[config.mk]
export PLATFORM = sky130hd
export DESIGN_NAME = drop_scheduler
export DESIGN_NICKNAME = d
export VERILOG_FILES = /design/src/rtl/drop_scheduler_pkg.sv /design/src/rtl/drop_scheduler_tick_gen.sv /design/src/rtl/drop_scheduler.sv
export SDC_FILE = /design/constraint.sdc
export NUM_CORES = 1
export LEC_CHECK = 0
export CAP_MARGIN = 20
export CORE_ASPECT_RATIO = 0.8
export CORE_MARGIN = 5
export CORE_UTILIZATION = 47
export DETAILED_ROUTE_END_ITERATION = 10
export PLACE_DENSITY = 0.79
export SYNTH_ARGS = -nofsm -noshare
export SYNTH_HDL_FRONTEND = slang
export SYNTH_HIERARCHICAL = 1
export SYNTH_SLANG_ARGS = --single-unit
[constraint.sdc]
create_clock -name clk -period 2.2 [get_ports clk]
set_clock_uncertainty 0.1 [all_clocks]
set_input_delay 0.66 -clock clk [delete_from_list [all_inputs] [get_ports clk]]
set_output_delay 0.66 -clock clk [all_outputs]
set_load 0.01 [all_outputs]
[src/rtl/drop_scheduler_pkg.sv]
// Shared types and codes for the drop scheduler and anything that talks to it.
package drop_scheduler_pkg;

  // Controller states.
  typedef enum logic [2:0] {
    S_IDLE   = 3'd0,
    S_LOAD   = 3'd1,
    S_COUNT  = 3'd2,
    S_FIRE   = 3'd3,
    S_REJECT = 3'd4
  } state_e;

  // Externally visible status codes.
  typedef enum logic [1:0] {
    ST_OK  = 2'b00,
    ST_CNT = 2'b01,
    ST_REJ = 2'b10,
    ST_ABT = 2'b11
  } status_e;

  // Fall time is half of sqrt(h) in 8.8 fixed point, truncated.
  function automatic logic [15:0] fall_time(input logic [15:0] sqrt_h);
    return sqrt_h >> 1;
  endfunction

endpackage

[src/rtl/drop_scheduler_tick_gen.sv]
// Countdown prescaler: emits a registered one-cycle tick every TICK_DIV
// cycles after clr is released; the first tick lands TICK_DIV cycles
// after the last cleared cycle.
module tick_gen #(
  parameter int unsigned TICK_DIV = 4
) (
  input  logic clk,
  input  logic rst,
  input  logic clr,
  output logic tick
);

  localparam int unsigned DIV_W = (TICK_DIV > 1) ? $clog2(TICK_DIV) : 1;
  localparam logic [DIV_W-1:0] LAST = DIV_W'(TICK_DIV - 1);

  logic [DIV_W-1:0] div_q;
  logic             tick_q;

  // Divider counter with a registered terminal-count tick; clr holds it at zero.
  always_ff @(posedge clk) begin
    // NOTE: sequential state uses non-blocking (<=) so every register samples
    // pre-edge values and simulation order cannot change the result.
    if (rst || clr) begin
      div_q  <= '0;
      tick_q <= 1'b0;
    end else begin
      tick_q <= (div_q == LAST);
      div_q  <= (div_q == LAST) ? '0 : div_q + DIV_W'(1);
    end
  end

  assign tick = tick_q;

endmodule

[src/rtl/drop_scheduler.sv]
// Drop scheduler: latches a fall time derived from sqrt(h), rejects it if it
// is below the minimum, otherwise counts it down in prescaled ticks and emits
// a one-cycle drop pulse. Abort cancels a pending countdown.
module drop_scheduler
  import drop_scheduler_pkg::*;
#(
  parameter int unsigned TICK_DIV = 4,
  parameter int unsigned CNT_W    = 16
) (
  input  logic             clk,
  input  logic             rst,
  input  logic             start,
  input  logic [CNT_W-1:0] sqrt_in,
  input  logic [CNT_W-1:0] t_lim,
  input  logic             abort,
  output logic [CNT_W-1:0] t_fall,
  output logic             busy,
  output logic             drop,
  output logic [1:0]       status
);

  state_e           state_q;
  status_e          status_q;
  logic [CNT_W-1:0] cnt_q;
  logic [CNT_W-1:0] t_fall_q;
  logic [CNT_W-1:0] t_lim_q;
  logic             busy_q;
  logic             drop_q;

  logic             tick;
  logic             prescale_clr;

  // The prescaler only runs while counting, so it restarts from zero on
  // every COUNT entry.
  assign prescale_clr = (state_q != S_COUNT);

  tick_gen #(
    .TICK_DIV (TICK_DIV)
  ) u_tick_gen (
    .clk  (clk),
    .rst  (rst),
    .clr  (prescale_clr),
    .tick (tick)
  );

  // Controller FSM with all outputs registered alongside the state.
  always_ff @(posedge clk) begin
    if (rst) begin
      state_q  <= S_IDLE;
      status_q <= ST_OK;
      cnt_q    <= '0;
      t_fall_q <= '0;
      t_lim_q  <= '0;
      busy_q   <= 1'b0;
      drop_q   <= 1'b0;
    end else begin
      drop_q <= 1'b0;
      unique case (state_q)
        S_IDLE: begin
          if (start) begin
            t_fall_q <= CNT_W'(fall_time(16'(sqrt_in)));
            t_lim_q  <= t_lim;
            busy_q   <= 1'b1;
            status_q <= ST_CNT;
            state_q  <= S_LOAD;
          end
        end
        S_LOAD: begin
          if (abort) begin
            busy_q   <= 1'b0;
            status_q <= ST_ABT;
            state_q  <= S_IDLE;
          end else if (t_fall_q < t_lim_q) begin
            busy_q   <= 1'b0;
            status_q <= ST_REJ;
            state_q  <= S_REJECT;
          end else begin
            cnt_q   <= t_fall_q;
            state_q <= S_COUNT;
          end
        end
        S_COUNT: begin
          // Abort outranks both the terminal count and a pending tick.
          if (abort) begin
            busy_q   <= 1'b0;
            status_q <= ST_ABT;
            state_q  <= S_IDLE;
          end else if (cnt_q == '0) begin
            drop_q   <= 1'b1;
            status_q <= ST_OK;
            state_q  <= S_FIRE;
          end else if (tick) begin
            cnt_q <= cnt_q - CNT_W'(1);
          end
        end
        S_FIRE: begin
          busy_q  <= 1'b0;
          state_q <= S_IDLE;
        end
        S_REJECT: begin
          state_q <= S_IDLE;
        end
        default: begin
          busy_q  <= 1'b0;
          state_q <= S_IDLE;
        end
      endcase
    end
  end

  assign t_fall = t_fall_q;
  assign busy   = busy_q;
  assign drop   = drop_q;
  assign status = status_q;

endmodule

==> qor.txt <==
status = finished with violations
violations in the final reports = setup timing
Synth Cell Area = 3090 um2
worst path bufs/invs = 3
Post-Place Worst Slack = -0.313 ns
CP max-delay cell = o41ai_4
Area Growth Syn to Fin = 44.8%
post-synthesis average cell area = 8.21 um2
Hold WS = 0.331 ns
post-synthesis instance total = 376
die area = 8300 um2
crit path time final = 2.43 ns
Max FO, Critical Path = 4
clk buf depth = 2
CP peak stage delay = 0.44 ns
post-DR wirelength/cell = 17.1 um
CTS tree = built
Post-synth ARST share = 0%
Worst Hold Depth = 1
Clock Sinks = 57
RSZ-0062 raised after global routing = yes
largest net degree at the start of global routing = 39
WS Path Type = reg -> reg
CTS root buffer = clkbuf_8
arrival time worst endpoint = 2.54 ns
fin crit share = 110%
relative slew slack = 56.8%
total power = 0.00293 W
DRC violations left = 0
drt pass-1 iters = 5
leading area contributor after synthesis = dfxtp_1
die span in y = 82.5 um
leakage = 1.67 nW
cts hold-fix bufs = 0
Register-to-Register Path Depth = 10
R2R Setup Slk = -0.23 ns
GRT overflow = 0
TNS Setup = -2.25 ns
wirelength, routed = 9520 um
GRT Overall Usage = 22.0%
Worst setup EP type = flip-flop
Setup WS post-layout = -0.226 ns
Initial Utilization = 48.4%
CP top delay family = compound AO/OA/AOI/OAI gates
crit-path cells = inv_2 > ha_4 > and4b_2 > nand2_4 > o41ai_4 > buf_4 > nor2_4 > buf_6 > o211ai_1 > o31ai_2
most used flip-flop cell after synthesis = dfxtp_1
maximum VDD drop = 0.000414 V
layout cells sized above 1 = 28.8%
syn_nets = 428
max-cap violations = 0
Fmax = 412 MHz
register bit total from synthesis = 57
core area = 6380 um2
Initial DRC Count = 231
routability cong. = 0.872
Worst Hold Path EP = u_tick_gen/div_q[0]$_SDFF_PP0_
worst r2r dst = cnt_q[10]$_SDFFE_PP0P_
yosys warns = 6
Seq/Total Area, Yosys = 37.0%
max-slew violations = 0
ant diodes = 0
Vias/cell = 5.71
Final Hold Viols = 0
vias in the first global route = 2984
Vias = 3174
worst slew pin tran = 0.643 ns
Hold Crit Class = reg -> reg
main area contributors after synthesis = dfxtp_1 37%, nand2_1 9.5%, a21oi_1 8.3%, ha_1 6.5%, o31ai_2 3.6%
die width = 101 um
fin cells = 556
endpoints failing setup = 19
Post-synth EDFFs = 0
clock slew at reported path FFs = 0.07 ns
RR Startpoint = t_lim_q[14]$_SDFFE_PP0P_
synth unique cells = 57
Worst Path Required = 2.31 ns
startpoint types = flip-flop
total power per unit cell area = 656 nW/um2
share of the synthesized area in the top cell type = 37.0%
placed insts = 530
initial antenna violation count = 0
worst hold start = u_tick_gen/div_q[0]$_SDFF_PP0_
Num CTS Buffers = 9
layout net count = 519
DP HPWL = 5900 um
H-Tree Depth = 3
Worst-Skew Late Latency = 0.35 ns
I/O pin cnt = 56
first-pass GRT wire length = 14200 um
I/O Buffers = 53
Cell Rows = 26
Routed Antenna Nets = 0
metrics by stage:
stage                     util, %  cell area (um2)
final                        70.1             4470
after global routing         70.1             4470
after CTS                    67.6             4310
after detailed placement     62.1             3960
after global placement       62.1             3960
after floorplan                 -             3100
cell type report:
class	instances	area, um2
fill	475	1910
timing repair buffer	104	956
clock buffer	11	141
sequential	57	1160
clock inverter	5	55.1
inverter	20	78.8
tap	84	105
multi-input combinational	275	1970
sequential cells by signal (all words and copies together), names as in the netlist:
| register | flops |
|---|---|
| status | 2 |
| t_fall | 15 |
| cnt_q | 16 |
| u_tick_gen/tick | 1 |
| t_lim_q | 16 |
| busy | 1 |
| state_q | 3 |
| u_tick_gen/div_q | 2 |
| drop | 1 |
synth_stat cells, types with 3 or more instances:
master / n
o31ai_1: 6
buf_2: 3
nor3_1: 12
dfxtp_1: 57
o311ai_1: 3
o21ai_1: 3
clkbuf_1: 18
and4_1: 3
o21ai_0: 10
nand2_1: 78
nand4_1: 3
ha_1: 16
o31ai_2: 9
a21oi_1: 51
a22oi_1: 3
o211ai_1: 13
nor3b_1: 3
nor2_1: 15
inv_1: 17
nor4_1: 5
nand2b_1: 3
report_power, final:
part           internal [W]  switching, W  total, W
clock              0.000550      0.000440  0.000989
sequential          0.00109     0.0000477   0.00114
combinational      0.000397      0.000405  0.000802
worst reg2reg max path, cell delays in order (launching register included):
cell and delay, ns:
dfxtp_2 0.34, inv_2 0.05, ha_4 0.25, and4b_2 0.30
nand2_4 0.07, o41ai_4 0.44, buf_4 0.22, nor2_4 0.05
buf_6 0.13, o211ai_1 0.23, o31ai_2 0.11
placed cells by master (no fill, tap or decap), types with 2 or more instances in the layout:
| master | n |
|---|---|
| inv_1 | 12 |
| buf_12 | 2 |
| nor3b_1 | 3 |
| a211oi_2 | 2 |
| o211ai_1 | 13 |
| a21oi_1 | 51 |
| nor4_1 | 5 |
| nor2_1 | 13 |
| ha_1 | 7 |
| dfxtp_2 | 17 |
| o21ai_0 | 10 |
| nand2_1 | 78 |
| or3_1 | 2 |
| clkbuf_8 | 10 |
| ha_4 | 9 |
| o21a_1 | 2 |
| clkdlybuf4s50_1 | 52 |
| nand2b_1 | 3 |
| buf_4 | 43 |
| o31ai_2 | 9 |
| nand2_2 | 2 |
| o21ai_1 | 3 |
| clkinv_2 | 2 |
| and4_4 | 2 |
| a22oi_1 | 3 |
| inv_2 | 6 |
| nand4_1 | 3 |
| dfxtp_1 | 40 |
| nand3_1 | 2 |
| o311ai_4 | 2 |
| buf_6 | 6 |
| clkinvlp_4 | 3 |
| o31ai_1 | 6 |
| nor3_1 | 11 |
| a21o_1 | 2 |
what timing repair did:
action,CTS,global route
endpoints found under the hold margin,0,0
gates resized for setup,24,25
setup buffers,8,2
setup endpoints to repair,19,22
pin swaps,19,17
per-layer routing:
layer / vias up / global-route usage, % / part of all wire (%)
met5: - / 0 / 0
met2: 137 / 35.0 / 48
met3: 24 / 6.55 / 6.9
met4: 0 / 7.54 / 2.1
li1: 1527 / - / -
met1: 1486 / 28.6 / 43
kinds of logic after synthesis:
kind of cell,synth area share [%]
buf+inv,5.96
flops,37.0
other cells,0.122
fa+ha+maj,6.49
compound gates,27.8
simple gates,22.7
worst max path at each step:
| stage | start | cells past startpoint | endpoint |
|---|---|---|---|
| 2_1_floorplan | t_fall[14]$_SDFFE_PP0P_ | 7 | cnt_q[11]$_SDFFE_PP0P_ |
| 3_3_place_gp | t_lim_q[6]$_SDFFE_PP0P_ | 9 | cnt_q[9]$_SDFFE_PP0P_ |
| 3_5_place_dp | t_lim_q[6]$_SDFFE_PP0P_ | 9 | cnt_q[14]$_SDFFE_PP0P_ |
| 4_1_cts | t_lim_q[14]$_SDFFE_PP0P_ | 10 | cnt_q[12]$_SDFFE_PP0P_ |
| 5_1_grt | t_lim_q[11]$_SDFFE_PP0P_ | 10 | cnt_q[10]$_SDFFE_PP0P_ |
| 6_report | t_lim_q[14]$_SDFFE_PP0P_ | 10 | cnt_q[10]$_SDFFE_PP0P_ |
Note: power is estimated with default switching activity, not from simulation.
